### config.mk
export PLATFORM = sky130hd
export DESIGN_NAME = rx_sync_controller
export DESIGN_NICKNAME = d
export VERILOG_FILES = /design/src/rtl/rx_sync_controller.sv
export SDC_FILE = /design/constraint.sdc
export NUM_CORES = 1
export LEC_CHECK = 0
export CAP_MARGIN = 20
export CORE_ASPECT_RATIO = 2
export CORE_MARGIN = 5
export CORE_UTILIZATION = 60
export CTS_BUF_LIST = sky130_fd_sc_hd__clkbuf_8
export CTS_CLUSTER_DIAMETER = 120
export CTS_CLUSTER_SIZE = 20
export DETAILED_ROUTE_END_ITERATION = 10
export PLACE_DENSITY_LB_ADDON = 0.08
export SLEW_MARGIN = 20
export SYNTH_ARGS = -nofsm -noshare
export SYNTH_HDL_FRONTEND = slang
export SYNTH_SLANG_ARGS = --single-unit
### constraint.sdc
create_clock -name clk_32f -period 3.08 [get_ports clk_32f]
set_input_delay 0.616 -clock clk_32f [delete_from_list [all_inputs] [get_ports clk_32f]]
set_output_delay 0.616 -clock clk_32f [all_outputs]
set_load 0.01 [all_outputs]
### src/rtl/rx_sync_controller.sv
// rx_sync_controller: COMMA-based byte alignment and lane sequencing for the serial RX path.
// Locks after SYNC_COUNT aligned commas and drops lock after MAX_GAP bytes without one.
`timescale 1ns/1ps
module rx_sync_controller #(
    parameter logic [7:0] COMMA      = 8'hBC,
    parameter logic [7:0] IDLE       = 8'h7C,
    parameter int         SYNC_COUNT = 4,
    parameter int         MAX_GAP    = 16
) (
    input  logic       clk_32f,
    input  logic       reset,
    input  logic       data_in,
    output logic       active,
    output logic [7:0] byte_out,
    output logic       byte_valid,
    output logic [1:0] lane_sel
);
    typedef enum logic [1:0] {SEARCH, ALIGN, ACTIVE} state_t;
    state_t     state;
    logic [7:0] sreg, nxt, gap_cnt, sync_cnt;
    logic [2:0] bit_cnt;
    logic       boundary, is_comma, is_idle, sync_done, gap_last;
    assign nxt       = {sreg[6:0], data_in};
    assign boundary  = bit_cnt == 3'd7;
    assign is_comma  = nxt == COMMA;
    assign is_idle   = nxt == IDLE;
    assign sync_done = sync_cnt + 8'd1 == 8'(SYNC_COUNT);
    // 9-bit sum keeps the MAX_GAP=255 case from wrapping
    assign gap_last  = ({1'b0, gap_cnt} + 9'd1) >= 9'(MAX_GAP);
    always_ff @(posedge clk_32f or posedge reset) begin
        if (reset) begin
            state      <= SEARCH;
            sreg       <= 8'h00;
            bit_cnt    <= 3'd0;
            sync_cnt   <= 8'h00;
            gap_cnt    <= 8'h00;
            lane_sel   <= 2'd0;
            active     <= 1'b0;
            byte_out   <= 8'h00;
            byte_valid <= 1'b0;
        end else begin
            sreg       <= nxt;
            byte_valid <= 1'b0;
            bit_cnt    <= (state == SEARCH) ? 3'd0 : bit_cnt + 3'd1;
            // lane advances one cycle after the pulse so lane_sel is stable with byte_valid
            if (byte_valid)
                lane_sel <= lane_sel + 2'd1;
            case (state)
                SEARCH: if (is_comma) begin
                    sync_cnt <= 8'd1;
                    if (SYNC_COUNT == 1) begin
                        state    <= ACTIVE;
                        active   <= 1'b1;
                        gap_cnt  <= 8'h00;
                        lane_sel <= 2'd0;
                    end else
                        state <= ALIGN;
                end
                ALIGN: if (boundary) begin
                    if (is_comma) begin
                        sync_cnt <= sync_cnt + 8'd1;
                        if (sync_done) begin
                            state    <= ACTIVE;
                            active   <= 1'b1;
                            gap_cnt  <= 8'h00;
                            lane_sel <= 2'd0;
                        end
                    end else begin
                        state    <= SEARCH;
                        sync_cnt <= 8'h00;
                    end
                end
                ACTIVE: if (boundary) begin
                    byte_out <= nxt;
                    if (is_comma) begin
                        lane_sel <= 2'd0;
                        gap_cnt  <= 8'h00;
                    end else begin
                        byte_valid <= !is_idle;
                        gap_cnt    <= gap_last ? 8'(MAX_GAP) : gap_cnt + 8'd1;
                        if (gap_last) begin
                            state    <= SEARCH;
                            active   <= 1'b0;
                            sync_cnt <= 8'h00;
                        end
                    end
                end
                default: state <= SEARCH;
            endcase
        end
    end
endmodule

# Word level (Yosys, flattened, before mapping)
# Index checks and enable logic that the tools add are counted.
# Widths: inputs -> output; s select.
dict set report totals {
  word_cells 78
  output_inout_bits 12
  inputBits 3
  reg_bits 40
}
dict set report op_classes {
  mux 40
  n_reduce_logical 9
  n_addsub 5
  n_eq_ne 14
  n_lt_le_gt_ge 1
}
# cell n
set ops {}
lappend ops {{$mux 8} 12}
lappend ops {{$mux 2} 13}
lappend ops {{$pmux 8 s3} 1}
lappend ops {{$add 8x1->8 const B} 2}
lappend ops {{$pmux 8 s2} 1}
lappend ops {{$ne 2x2->1 const B} 7}
lappend ops {{$reduce_and 6->1} 2}
lappend ops {{$add 8x1->9 const B} 1}
lappend ops {{$ge 9x5->1 const B} 1}
lappend ops {{$mux 1} 9}
lappend ops {{$eq 8x3->1 const B} 1}
lappend ops {{$eq 8x7->1 const B} 1}
lappend ops {{$eq 8x8->1 const B} 1}
lappend ops {{$reduce_and 7->1} 1}
lappend ops {{$pmux 2 s3} 1}
lappend ops {{$reduce_and 5->1} 1}
lappend ops {{$pmux 2 s2} 1}
lappend ops {{$add 3x1->3 const B} 1}
lappend ops {{$eq 3x3->1 const B} 1}
lappend ops {{$mux 3} 1}
lappend ops {{$ne 3x3->1 const B} 1}
lappend ops {{$reduce_bool 3->1} 1}
lappend ops {{$add 2x1->2 const B} 1}
lappend ops {{$eq 2x1->1 const B} 1}
lappend ops {{6 further kinds} 6}

# Logic depth before layout (Yosys ltp)
# Gate-level depths: netlist of the first run.
dict set report logic_depth {
  word_depth 6
  mapped_depth 8
  mapped_depth_nobuf 7
}

# Least setup slack after synthesis of the first run
# Ideal clock, no wire load.
dict set report synth_timing {
  path_kind {flip-flop to flip-flop}
  start {register gap_cnt[0]}
  end {register sync_cnt[0]}
  arrival_time_ns 2.232
  n_path_buf 2
  setup_time_ns 0.127
  slack_ns 0.721
  t_required_ns 2.953
  path_stages_with_launch 9
  synth_period_minus_slack_ns 2.359
  path_cell_list {dfrtp_1 ha_1 and3_1 and4_1 o31a_1 buf_6 or3_1 buf_6 mux2_1}
}
dict set report synth_between {
  elab_chain_cells 4
}
# item line_no
set synth_rtl {}
lappend synth_rtl {{start: declaration} 20} ;# logic [7:0] sreg, nxt, gap_cnt, sync_cnt;
lappend synth_rtl {{start signal: assignment} 80} ;# gap_cnt <= gap_last ? 8'(MAX_GAP) : gap_cnt + 8'd1;
lappend synth_rtl {{$add 8x1->9} 29} ;# assign gap_last = ({1'b0, gap_cnt} + 9'd1) >= 9'(MAX_GAP);
lappend synth_rtl {{$ge 9x5->1} 29}
lappend synth_rtl {{$ne 2x2->1 (no line)} n/a}
lappend synth_rtl {{$reduce_and 6->1 (no line)} n/a}
lappend synth_rtl {{end signal: assignment} 61} ;# sync_cnt <= sync_cnt + 8'd1;
lappend synth_rtl {{end: declaration} 20}
# No other way between the ends.
# A chain may end at the register's enable or synchronous reset.

# Worst setup path after layout of the first run
dict set report layout_timing {
  start {input port data_in}
  end {register sync_cnt[4]}
}
dict set report layout_between {
  elab_chain_cells 4
  word_cells_on_any_way 7
  classes_between {eq/ne (3); mux (3); reduce/logical (1)}
}
# item line_no
set layout_rtl {}
lappend layout_rtl {{start: declaration} 12} ;# input logic data_in,
lappend layout_rtl {{$eq 8x8->1 (*)} 25} ;# assign is_comma = nxt == COMMA;
lappend layout_rtl {{$mux 8} 60} ;# if (is_comma) begin
lappend layout_rtl {{$mux 8} 59} ;# ALIGN: if (boundary) begin
lappend layout_rtl {{$pmux 8 s3} 48} ;# case (state)
# Mark *: on every way between the ends. The rest lies on a longest branch, timed or not. The select of a mux whose other input is x is not followed.

==> reports/metrics.yaml, run 1 <==
status: "finished clean"
core-area_mm2: 0.00312
slew_viol_final: 0
drive_gt1_frac: 0.108
numCtsBuffers: 5
cts.sinks: 40
gr-total-overflow: 0
drc: 0
final_area_mm2: 0.00218
post_cts_resized: 0
powerDensity_mw_per_mm2: 547
grtUsageTotal: 0.180
cts_tree: "built"
fillers: 245
worst_pin_slew_ns: 0.490
final_hold_viol_count: 0
num_io_pins: 15
synth-simple-area-share: 0.183
fin_setup_tns_ns: 0
synth_compound_area_frac: 0.124
placed_area_mm2: 0.00207
leakagePower_nw: 1.06
final_nets: 197
crit_chain: "clkdlybuf4s50_1, and4bb_4, and2_4, o31a_1, or3_1, o41ai_1"
max_slew_margin: 0.673
wl_per_cell_um: 16.7
synthArstFlopShare: 1.00
htreeDepth: 2
antenna_found_initial: 0
synth_top_area_frac: 0.524
post_cts_buffers: 0
die_height_um: 89.8
finalClockSkew_ns: 0.0127
synthXorXnorAreaFrac: 0.0137
worstSetupPathType: "primary input to register"
setup_viol_count_final: 0
gp_congestion: 0.820
start_util: 0.613
grt_pass1_vias: 1484
fp-row-count: 29
yosys-top-cells-area: "dfrtp_1, ha_1, mux2_2"
critPathSlowestCell: "clkdlybuf4s50_1"
hp-class: "register to register"
cap_violations: 0
path_clk_slew_ns: 0.08
syn_area_per_cell_um2: 11.4
period_share: 0.823
design_power_total_mw: 1.19
worstSetupEndpointType: "register"
seqCellArea_mm2: 0.00100
synth_top_flop_cell: "dfrtp_1"
path_buf_inv: 1
worst_path_dominant_cell_family: "simple AND/OR/NAND/NOR gates"
cpPeakStageDelay_ns: 0.50
synth_enable_flop_cells: 0
die_area_mm2: 0.00448
period_needed_ns: 2.54
die_w_um: 49.9
synth_mux_area_frac: 0.0589
synth_seq_cells: 40
grt_max_degree: 41
rsz0062_at_grt: "false"
multi_input_area_um2: 840
cts_hold_buf: 0
synth_top_area_cell: "dfrtp_1"
ir_drop_uv: 678
areaGrowthSynthToFinish_pct: 13.8
wirelength_um: 3630
synth.most_common_cell: "dfrtp_1"
synth_adder_area_share: 0.0589
clk_latency_ns: 0.29
grt_pass1_wl_um: 6550
io_buffers: 14
fmax_ghz: 0.394
syn-instance-count: 167
yosys_warnings: 0
place_hpwl_um: 2740
critPathLaunchType: "primary input"
cts_buffer_depth: 2
crit_required_ns: 3.25
syn_nets: 179
arrival_ns: 2.71
yosysSeqAreaShare: 0.524
syn-cell-area_mm2: 0.00191
cts-root-buf: "clkbuf_8"
avgViaCountPerCell: 6.31
vias: 1370
drtPass1Iterations: 4
synth_common_cells: "dfrtp_1, ha_1, nand2_1"
diodes: 0
drtAntennaViolNets: 0
synth_top_family_by_area: "simple AND/OR/NAND/NOR gates"
first_iter_violations: 27
crit_path_max_fanout: 8
synth_cell_types: 43
## registers in the layout, indices dropped and copies added, names as in the netlist
| signal | cells |
|---|---|
| active | 1 |
| state | 2 |
| byte_valid | 1 |
| lane_sel | 2 |
| sreg | 7 |
| byte_out | 8 |
| gap_cnt | 8 |
| bit_cnt | 3 |
| sync_cnt | 8 |
## per-stage QoR
stage,worst slack [ns],hold slack (ns),instances,util
after detailed placement,0.223,0.391,209,0.663
after global routing,0.373,0.437,217,0.697
after global placement,0.272,0.378,209,0.663
final,0.544,0.400,217,0.697
after floorplan,0.721,0.363,167,-
after CTS,0.528,0.409,217,0.697
## cells by family (layout without fill, tap and decap cells)
family | count (synthesis) | after routing
AO/OA/AOI/OAI | 32 | 32
XOR/XNOR | 3 | 3
adder cells (fa/ha/maj) | 9 | 9
buffers and inverters | 13 | 32
flip-flops | 40 | 40
multiplexers | 10 | 10
AND/OR/NAND/NOR | 60 | 60
## final cells by class
class                           instances  share of cell area
Sequential cell                        40               0.460
Clock inverter                          3              0.0178
Inverter                                7              0.0121
Timing Repair Buffer                   17              0.0748
Multi-Input combinational cell        114               0.386
Clock buffer                            5              0.0316
Tap cell                               31              0.0178
## per-layer routing
| layer | part of all wire | wire length, um | track usage |
|---|---|---|---|
| met5 | 0 | 0 | 0 |
| met1 | 0.39 | 1410 | 0.193 |
| met2 | 0.58 | 2090 | 0.333 |
| met4 | 0.015 | 53 | 0.0678 |
| met3 | 0.020 | 71 | 0.0315 |
## final timing paths
kind,from,to,slack (ns),cells after the start
min in group asynchronous,reset,active,0.75,3
max in group asynchronous,reset,byte_out[2],1.99,3
hold / removal,sreg[3],sreg[4],0.40,0
setup / recovery,data_in,sync_cnt[4],0.54,6
setup reg to reg,gap_cnt[0],sync_cnt[4],0.64,6
hold reg to reg,sreg[3],sreg[4],0.40,0
## cell usage in the layout (no fill, tap or decap), types with 2 or more instances in the layout
master           count
a211o_1              2
a21o_1               3
and2_1               5
and3_1               4
buf_4                3
clkbuf_8             5
clkdlybuf4s50_1     14
dfrtp_1             40
ha_1                 9
inv_1                8
mux2_1               2
mux2_2               8
nand2_1              9
nand2b_1             3
nand3_1              6
nand4_1              2
nor2_1               8
nor2b_1              5
nor3_1               4
nor3b_1              3
o21ai_0              7
o22ai_1              2
o32ai_1              2
o41ai_1              7
or3_1                2
or4_1                2
xor2_1               2
## power breakdown
part           internal [mW]  switching, mW  total [mW]
logic                 0.0801          0.115       0.195
registers              0.558         0.0277       0.586
clock network          0.237          0.173       0.410
## worst register-to-register path, cell delays in order, from the launching register on
cell and delay, ns:
dfrtp_1 0.45, ha_1 0.24, and3_1 0.19, and4_1 0.25, o31a_1 0.32, or3_1 0.50, o41ai_1 0.38
Power figures use the tool's default switching activity.
==> run 2, diff against run 1 <==
--- a/config.mk
+++ b/config.mk
@@ -8,7 +8,7 @@
 export CAP_MARGIN = 20
 export CORE_ASPECT_RATIO = 2
 export CORE_MARGIN = 5
-export CORE_UTILIZATION = 60
+export CORE_UTILIZATION = 54
 export CTS_BUF_LIST = sky130_fd_sc_hd__clkbuf_8
 export CTS_CLUSTER_DIAMETER = 120
 export CTS_CLUSTER_SIZE = 20
==> constraint.sdc (replaced) <==
create_clock -name clk_32f -period 2.3 [get_ports clk_32f]
set_input_delay 0.46 -clock clk_32f [delete_from_list [all_inputs] [get_ports clk_32f]]
set_output_delay 0.46 -clock clk_32f [all_outputs]
set_load 0.01 [all_outputs]
==> run 2 against run 1 <==
Register-to-register slack lost 0.51 ns; core utilization shrank 2.1 points; die area grew 9.3%; routed wire length grew 9.3%; combinational power grew 42%; total power grew 29%; clock power grew 16%; cell area grew 6.2%; critical path type unchanged; critical endpoint is now sync_cnt[3]; non-clock buffer count grew 13; largest cell class unchanged; count of clock-buffer cells in the layout grew 1; sequential power grew 34%; flip-flop and latch count is the same.
==> reports/metrics.yaml, run 2 (same netlist as run 1, synthesis figures left out) <==
netSwitchingPower_mw: 0.432  # was 0.315 mW
design_power_total_mw: 1.53  # was 1.19 mW
slew_viol_final: 0  # unchanged
cts_tree: "built"  # unchanged
status: "finished clean"  # unchanged
drive_gt1_frac: 0.191  # was 0.108
cts_buffer_depth: 2  # unchanged
post_cts_buffers: 0  # unchanged
cts_hold_buf: 0  # unchanged
first_iter_violations: 32  # was 27
htreeDepth: 2  # unchanged
place_hpwl_um: 2870  # was 2740 um
gp_congestion: 0.851  # was 0.820
rsz0062_at_grt: "false"  # unchanged
powerDensity_mw_per_mm2: 664  # was 547 mW/mm^2
grt_pass1_wl_um: 7200  # was 6550 um
critPathLaunchType: "primary input"  # unchanged
drc: 0  # unchanged
start_util: 0.560  # was 0.613
multi_input_area_um2: 870  # was 840 um^2
io_buffers: 14  # unchanged
arrival_ns: 2.39  # was 2.71 ns
path_clk_slew_ns: 0.07  # was 0.08 ns
intPower_mw: 1.10  # was 0.875 mW
fillers: 286  # was 245
timing.final.ws_setup_ns: 0.0887  # was 0.544 ns
finalClockSkew_ns: 0.00782  # was 0.0127 ns
cts-root-buf: "clkbuf_8"  # unchanged
die_height_um: 94.1  # was 89.8 um
combinationalPowerShare: 0.180  # was 0.164
sw_frac_of_total: 0.282  # was 0.265
numCtsBuffers: 5  # unchanged
worstSetupPathType: "primary input to register"  # unchanged
drtPass1Iterations: 4  # unchanged
post-place-ws_ns: -0.361  # was 0.223 ns
final_nets: 210  # was 197
num_io_pins: 15  # unchanged
final_common_cell: "dfrtp_1"  # unchanged
cts.sinks: 40  # unchanged
clkPwrFrac: 0.310  # was 0.344
pwr-share-seq: 0.511  # was 0.492
wl_per_cell_um: 16.1  # was 16.7 um
setup_viol_count_final: 0  # unchanged
drtAntennaViolNets: 0  # unchanged
stdcell_count: 247  # was 217
dp_cells: 239  # was 209
final_area_mm2: 0.00231  # was 0.00218 mm^2
final_cell_mix: "dfrtp_1, buf_4, clkdlybuf4s50_1, nand2_1"  # was dfrtp_1, clkdlybuf4s50_1, nand2_1, ha_1
hp-class: "register to register"  # unchanged
gr-total-overflow: 0  # unchanged
die_w_um: 52.1  # was 49.9 um
diodes: 0  # unchanged
areaGrowthSynthToFinish_pct: 20.9  # was 13.8%
die_area_mm2: 0.00490  # was 0.00448 mm^2
final_hold_viol_count: 0  # unchanged
seqCellArea_mm2: 0.00100  # unchanged
grt_pass1_vias: 1549  # was 1484
vias: 1399  # was 1370
reg_top3: "byte_out: 8 flops, gap_cnt: 8 flops, sync_cnt: 8 flops"  # unchanged
grt_max_degree: 41  # unchanged
period_needed_ns: 2.21
ir_drop_uv: 507  # was 678 uV
hold_ws_ns: 0.398  # was 0.400 ns
wirelength_um: 3970  # was 3630 um
placed_area_mm2: 0.00219  # was 0.00207 mm^2
worst_pin_slew_ns: 0.490  # about the same
crit_path_max_fanout: 8  # unchanged
leakagePower_nw: 1.13  # was 1.06 nW
cap_violations: 0  # unchanged
period_share: 0.961
crit_required_ns: 2.48  # was 3.25 ns
antenna_found_initial: 0  # unchanged
core-area_mm2: 0.00342  # was 0.00312 mm^2
max_slew_margin: 0.673  # about the same
worstSetupEndpointType: "register"  # unchanged
fmax_ghz: 0.452
fp-row-count: 30  # was 29
clk_latency_ns: 0.29  # about the same
grtUsageTotal: 0.200  # was 0.180
avgViaCountPerCell: 5.66  # was 6.31
==> run 2: cell types whose count changed in the layout (fill, tap and decap cells not counted), sizes merged <==
cell,change
buf,+13
bufinv,-1
clkbuf,+1
clkinv,-1
clkinvlp,+1
==> run 2: stage by stage <==
| stage | util | setup TNS [ns] |
|---|---|---|
| 3_5_place_dp | 0.641 | -2.22 |
| 4_1_cts | 0.670 | 0 |
| 3_3_place_gp | 0.641 | -1.80 |
| 2_1_floorplan | - | 0 |
| 5_1_grt | 0.677 | 0 |
| 6_report | 0.677 | 0 |
==> run 2: power by group through the flow <==
stage	combinational, mW	sequential [mW]	clock [mW]
6_report	0.276	0.784	0.475
5_1_grt	0.315	0.791	0.533
3_5_place_dp	0.261	0.799	0
3_3_place_gp	0.254	0.796	0
2_1_floorplan	0.212	0.787	0
4_1_cts	0.272	0.785	0.494
==> run 2: worst max-delay path, stage by stage <==
cell             delay, ns
clkdlybuf4s50_1       0.47
and4bb_4              0.23
and2_4                0.15
o31a_1                0.29
or3_4                 0.44
o41ai_1               0.35
==> run 2: repair_timing <==
| item | CTS | global route |
|---|---|---|
| resized for setup | 1 | 3 |
| gates cloned | 0 | 0 |
| endpoints found under the setup margin | 2 | 1 |
| hold endpoints to repair | 0 | 0 |
==> run 2: cell type report <==
cell class                      instances  area share
Sequential cell                        40       0.433
Tap cell                               48      0.0260
Timing Repair Buffer                   30       0.113
Multi-Input combinational cell        114       0.376
Clock buffer                            6      0.0357
Inverter                                7      0.0114
Clock inverter                          2     0.00487
==> run 2: per-layer routing <==
| layer | track usage | vias to the layer above | wire, um | part of all wire |
|---|---|---|---|---|
| li1 | - | 670 | - | - |
| met5 | 0 | - | 0 | 0 |
| met1 | 0.217 | 702 | 1520 | 0.38 |
| met4 | 0.112 | 0 | 129 | 0.033 |
| met2 | 0.349 | 20 | 2240 | 0.56 |
| met3 | 0.0397 | 7 | 85 | 0.021 |
==> run 2: path summary, 6_finish.rpt <==
path / slack, ns / end / cells past startpoint / start
setup / recovery: 0.09 / sync_cnt[3] / 6 / data_in
hold / removal: 0.40 / sreg[3] / 0 / sreg[2]
setup reg to reg: 0.13 / sync_cnt[3] / 6 / gap_cnt[0]
hold reg to reg: 0.40 / sreg[3] / 0 / sreg[2]
max in group asynchronous: 1.37 / sync_cnt[6] / 3 / reset
min in group asynchronous: 0.59 / gap_cnt[3] / 3 / reset
